### config.mk
export PLATFORM = sky130hd
export DESIGN_NAME = xbar_master_port
export DESIGN_NICKNAME = d
export VERILOG_FILES = /design/src/rtl/xbar_master_port.sv
export SDC_FILE = /design/constraint.sdc
export NUM_CORES = 1
export LEC_CHECK = 0
export CAP_MARGIN = 25
export CORE_MARGIN = 3
export CORE_UTILIZATION = 35
export CTS_BUF_LIST = sky130_fd_sc_hd__clkbuf_4
export DETAILED_ROUTE_END_ITERATION = 10
export GPL_TIMING_DRIVEN = 0
export PLACE_DENSITY = 0.88
export SLEW_MARGIN = 20
export SYNTH_ARGS = -nofsm -noshare
export SYNTH_HDL_FRONTEND = slang
export SYNTH_SLANG_ARGS = --single-unit
export TNS_END_PERCENT = 10
### constraint.sdc
create_clock -name clk_i -period 1.6 [get_ports clk_i]
set_input_delay 0.48 -clock clk_i [delete_from_list [all_inputs] [get_ports clk_i]]
set_output_delay 0.48 -clock clk_i [all_outputs]
set_load 0.1 [all_outputs]
### src/rtl/xbar_master_port.sv
// Master-port stage of the stream crossbar: locks onto the arbiter-granted slave for a whole packet and buffers its beats.
// Optional build macro XBAR_SKID_BUFFER_EN selects a 2-entry skid buffer instead of the 1-entry output register.
module xbar_master_port #(
    parameter int T_DATA_WIDTH = 8,
    parameter int S_DATA_COUNT = 2,
    parameter int M_DATA_COUNT = 3,
    parameter int PORT_IDX     = 0,
    localparam int T_ID___WIDTH = $clog2(S_DATA_COUNT),
    localparam int T_DEST_WIDTH = $clog2(M_DATA_COUNT)
) (
    input  logic                                       clk_i,
    input  logic                                       rst_in,
    input  logic [S_DATA_COUNT-1:0][T_DATA_WIDTH-1:0]  s_data_i,
    input  logic [S_DATA_COUNT-1:0]                    s_valid_i,
    input  logic [S_DATA_COUNT-1:0]                    s_last_i,
    input  logic [S_DATA_COUNT-1:0][T_DEST_WIDTH-1:0]  s_dest_i,
    input  logic [T_ID___WIDTH-1:0]                    grant_i,
    input  logic                                       grant_valid_i,
    output logic [S_DATA_COUNT-1:0]                    s_ready_o,
    output logic [T_DATA_WIDTH-1:0]                    m_data_o,
    output logic                                       m_valid_o,
    output logic                                       m_last_o,
    output logic [T_ID___WIDTH-1:0]                    m_id_o,
    input  logic                                       m_ready_i,
    output logic                                       busy_o
);

    typedef enum logic {IDLE, LOCK} state_e;

    typedef struct packed {
        logic [T_DATA_WIDTH-1:0] data;
        logic                    last;
        logic [T_ID___WIDTH-1:0] id;
    } beat_t;

    state_e                  state_q, state_d;
    logic [T_ID___WIDTH-1:0] sel_q, sel_d;
    logic                    grant_ok;
    logic                    can_accept;
    logic                    push;
    logic                    pop;
    beat_t                   in_beat;
    beat_t                   head_q, head_d;

    // Grant qualification: range, slave valid and destination are all checked in the same cycle.
    always_comb begin
        grant_ok = 1'b0;
        if (grant_valid_i && (32'(grant_i) < 32'(S_DATA_COUNT))) begin
            grant_ok = s_valid_i[grant_i] && (s_dest_i[grant_i] == T_DEST_WIDTH'(PORT_IDX));
        end
    end

    assign push    = (state_q == LOCK) && s_valid_i[sel_q] && can_accept;
    assign pop     = m_valid_o && m_ready_i;
    assign in_beat = '{data: s_data_i[sel_q], last: s_last_i[sel_q], id: sel_q};

    always_comb begin
        state_d = state_q;
        sel_d   = sel_q;
        case (state_q)
            IDLE: begin
                if (grant_ok) begin
                    state_d = LOCK;
                    sel_d   = grant_i;
                end
            end
            LOCK: begin
                if (push && s_last_i[sel_q]) begin
                    state_d = IDLE;
                end
            end
            default: state_d = IDLE;
        endcase
    end

    always_ff @(posedge clk_i or negedge rst_in) begin
        if (!rst_in) begin
            state_q <= IDLE;
            sel_q   <= '0;
        end else begin
            state_q <= state_d;
            sel_q   <= sel_d;
        end
    end

    genvar gi;
    generate
        for (gi = 0; gi < S_DATA_COUNT; gi++) begin : g_ready
            assign s_ready_o[gi] = (state_q == LOCK) && (sel_q == T_ID___WIDTH'(gi)) && can_accept;
        end
    endgenerate

`ifdef XBAR_SKID_BUFFER_EN
    beat_t      tail_q, tail_d;
    logic [1:0] count_q, count_d;

    // Ready depends on occupancy alone, cutting the m_ready_i -> s_ready_o path.
    assign can_accept = (count_q != 2'd2);
    assign m_valid_o  = (count_q != 2'd0);

    always_comb begin
        head_d  = head_q;
        tail_d  = tail_q;
        count_d = count_q;
        case ({push, pop})
            2'b10: begin
                if (count_q == 2'd0) begin
                    head_d = in_beat;
                end else begin
                    tail_d = in_beat;
                end
                count_d = count_q + 2'd1;
            end
            2'b01: begin
                if (count_q == 2'd2) begin
                    head_d = tail_q;
                end
                count_d = count_q - 2'd1;
            end
            2'b11: begin
                // Push needs count < 2 and pop needs count > 0, so count is 1 here.
                head_d = in_beat;
            end
            default: ;
        endcase
    end

    always_ff @(posedge clk_i or negedge rst_in) begin
        if (!rst_in) begin
            head_q  <= '0;
            tail_q  <= '0;
            count_q <= 2'd0;
        end else begin
            head_q  <= head_d;
            tail_q  <= tail_d;
            count_q <= count_d;
        end
    end
`else
    logic valid_q, valid_d;

    // A full register may still accept when the head leaves in the same cycle.
    assign can_accept = !valid_q || m_ready_i;
    assign m_valid_o  = valid_q;

    always_comb begin
        head_d  = head_q;
        valid_d = valid_q;
        if (push) begin
            head_d  = in_beat;
            valid_d = 1'b1;
        end else if (pop) begin
            valid_d = 1'b0;
        end
    end

    always_ff @(posedge clk_i or negedge rst_in) begin
        if (!rst_in) begin
            head_q  <= '0;
            valid_q <= 1'b0;
        end else begin
            head_q  <= head_d;
            valid_q <= valid_d;
        end
    end
`endif

    assign m_data_o = head_q.data;
    assign m_last_o = head_q.last;
    assign m_id_o   = head_q.id;
    assign busy_o   = (state_q == LOCK);

endmodule

==> flow_summary_export.csv <==
group,metric,value,unit
setup_path,cp-start-kind,"register",
hold_path,min_path_cells,1,
final_layout,final_cell_mix,"25 x clkdlybuf4s50_1, 12 x buf_2, 10 x mux2_4, 10 x mux2_2, 10 x dfrtp_1",
global_route,grt_pass1_vias,638,
global_route,grt_overflow,0,
floorplan,num_rows,15,
timing,worst_slew_pin_slew,0.553,ns
logic_synthesis,avgSynthCellArea,14.5,um^2
logic_synthesis,ys_types,16,
timing,skew,0.000419,ns
final_layout,drive_gt1_share,53.1,%
global_route,grt_antenna_before_repair,0,
clock_network,cts_tree,"done",
global_route,grt.total_usage,16.1,%
timing,hold_viol_final,0,
logic_synthesis,synth_top_area_share,46.8,%
drt,routed_wl,1.84,mm
timing,layout_min_cycle_time,1.68,ns
run_status,violations,"setup timing",
setup_path,rr_endpoint,"m_data_o[3]",
hold_path,hold_end,"m_data_o[2]",
setup_path,timing.rr.start,"sel_q",
logic_synthesis,synth_seq_cells,13,
setup_path,worstPathCellList,"nand2b_4 -> and3_4 -> buf_12",
drt,avgViaCountPerCell,4.83,
final_layout,fin_nets,126,
global_route,grt_pass1_wl,2.94,mm
global_route,grt_max_degree,14,
logic_synthesis,synth_area_leader_cell,"dfrtp_1",
setup_path,critPathMaxStageDelay,0.49,ns
drt,final_antenna_net_count,0,
logic_synthesis,synthTopCellsByArea,"dfrtp_1 47%, mux2_4 22%, mux2_2 16%, nand3_4 2.5%, nand2_1 1.6%",
final_layout,antennaDiodeCount,0,
setup_path,crit_type,"register to output pin",
setup_path,reg2reg_depth,4,
timing,rsz0062_at_grt,"yes",
run_status,status,"finished, violations left",
drt,dr.pass1.iters,2,
job,drv_cap,0,
setup_path,crit_path_end_kind,"output pin",
clock_network,clockBufferDepth,2,
final_layout,final_common_cell,"clkdlybuf4s50_1",
timing,finalSetupTns,-0.229,ns
clock_network,clock_sinks,13,
setup_path,cp.arrival,1.20,ns
floorplan,ioPinCount,43,
clock_network,cts.clk_slew.worst_paths,0.07,ns
drt,drc,0,
setup_path,r2r_slack,0.07,ns
logic_synthesis,synth_nets,77,
clock_network,cts_buffers,3,
drt,via_count,585,
clock_network,insertion_delay,0.27,ns
timing,holdWs,0.505,ns
clock_network,cts_hold_buffers,0,
placed_design,routabilityCongestion,0.696,
placed_design,hpwl,1.41,mm
placed_design,portBuffers,42,
setup_path,slowest_stage,"dfrtp_4",
logic_synthesis,yosys_warnings,0,
clock_network,cts-root-buf,"clkbuf_4",
logic_synthesis,synth-seq-area-share,46.8,%
timing,finalWorstSetupSlack,-0.0844,ns
floorplan,core-area,1800,um^2
logic_synthesis,syn_area,694,um^2
floorplan,die_y,50.5,um
timing,fin_crit_sh,105,%
timing,slew_headroom,63.0,%
floorplan,initial_utilization,38.5,%
logic_synthesis,postSynthCellCount,48,
drt,routedWlPerCell,15.2,um
clock_network,htree_levels,1,
timing,setup_viol,4,
timing,slew_viol_final,0,
setup_path,critPathMaxFanout,3,
floorplan,dieArea,2550,um^2
setup_path,required,1.12,ns
hold_path,holdCritPathClass,"register to register",
hold_path,hold_path.startpoint,"m_data_o[2]",
final_layout,utilization,67.0,%
floorplan,chipWidth,50.5,um
final_layout,syn2layout_area_growth,73.9,%
timing,timing.fmax,0.594,GHz
drt,drt_iter0_drc,2,
[through the flow]
step	instances	setup WS, ns	instance area (um^2)
global placement	115	-1.27	1170
global route	121	-0.130	1210
detailed placement	115	-1.28	1170
finish	121	-0.0844	1210
floorplan	48	-0.223	721
CTS	121	-0.100	1190
[kinds of logic (layout without fill, tap and decap cells)]
kind of cell,count (synthesis),in the layout,synth area share [%]
simple gates,11,11,11.0
buf+inv,1,49,0.720
flops,13,13,46.8
compound gates,3,3,3.60
mux,20,20,37.8
[synthesized netlist by cell type]
cell type,number
nand4_1,1
and3_1,1
dfrtp_1,13
nor4b_1,1
a21bo_1,1
buf_2,1
nand3_4,1
nor4bb_1,1
nand2b_1,1
mux2_2,10
a21bo_2,1
mux2_4,10
nor2b_1,1
o21ai_0,1
nor2_1,1
nand2_1,3
[critical path, delay by kind of cell (launching register included)]
family / cells / cell delay, ns
DFF: 1 / 0.49
buffers and inverters: 1 / 0.17
and+or+nand+nor: 2 / 0.27
[cell type report]
class / instances / area [um^2]
clock buffer: 4 / 30.0
tap: 25 / 31.3
multi-input combinational: 34 / 402
buffer: 1 / 11.3
fill: 159 / 594
sequential: 13 / 334
timing repair buffer: 44 / 399
[flip-flops by register name, summed over array words and instances (netlist names)]
register	count
sel_q	1
m_id_o	1
m_valid_o	1
busy_o	1
m_data_o	8
m_last_o	1
[how the worst max path moves through the flow]
stage,from,endpoint,slack [ns],depth (start not counted)
floorplan,m_valid_o,s_ready_o[0],-0.22,3
global placement,m_ready_i,s_ready_o[1],-1.27,4
detailed placement,m_ready_i,s_ready_o[0],-1.28,5
CTS,m_valid_o,s_ready_o[1],-0.10,3
global route,m_valid_o,s_ready_o[1],-0.13,3
finish,m_valid_o,s_ready_o[1],-0.08,3
[per-layer routing]
layer,vias to the layer above,track usage (%),share of wire (%)
li1,274,-,-
met1,284,15.9,35
met2,23,29.8,58
met3,4,5.93,6.0
met4,0,6.73,0.76
met5,-,0,0
[timing repair]
item	CTS	global route
pin swaps	1	1
buffers inserted	2	0
endpoints found under the setup margin	14	15
gates resized for setup	83	5
Power is left out: the tool's default activity adds up to more than one toggle a clock period on the data nets, which glitch-free logic cannot reach.
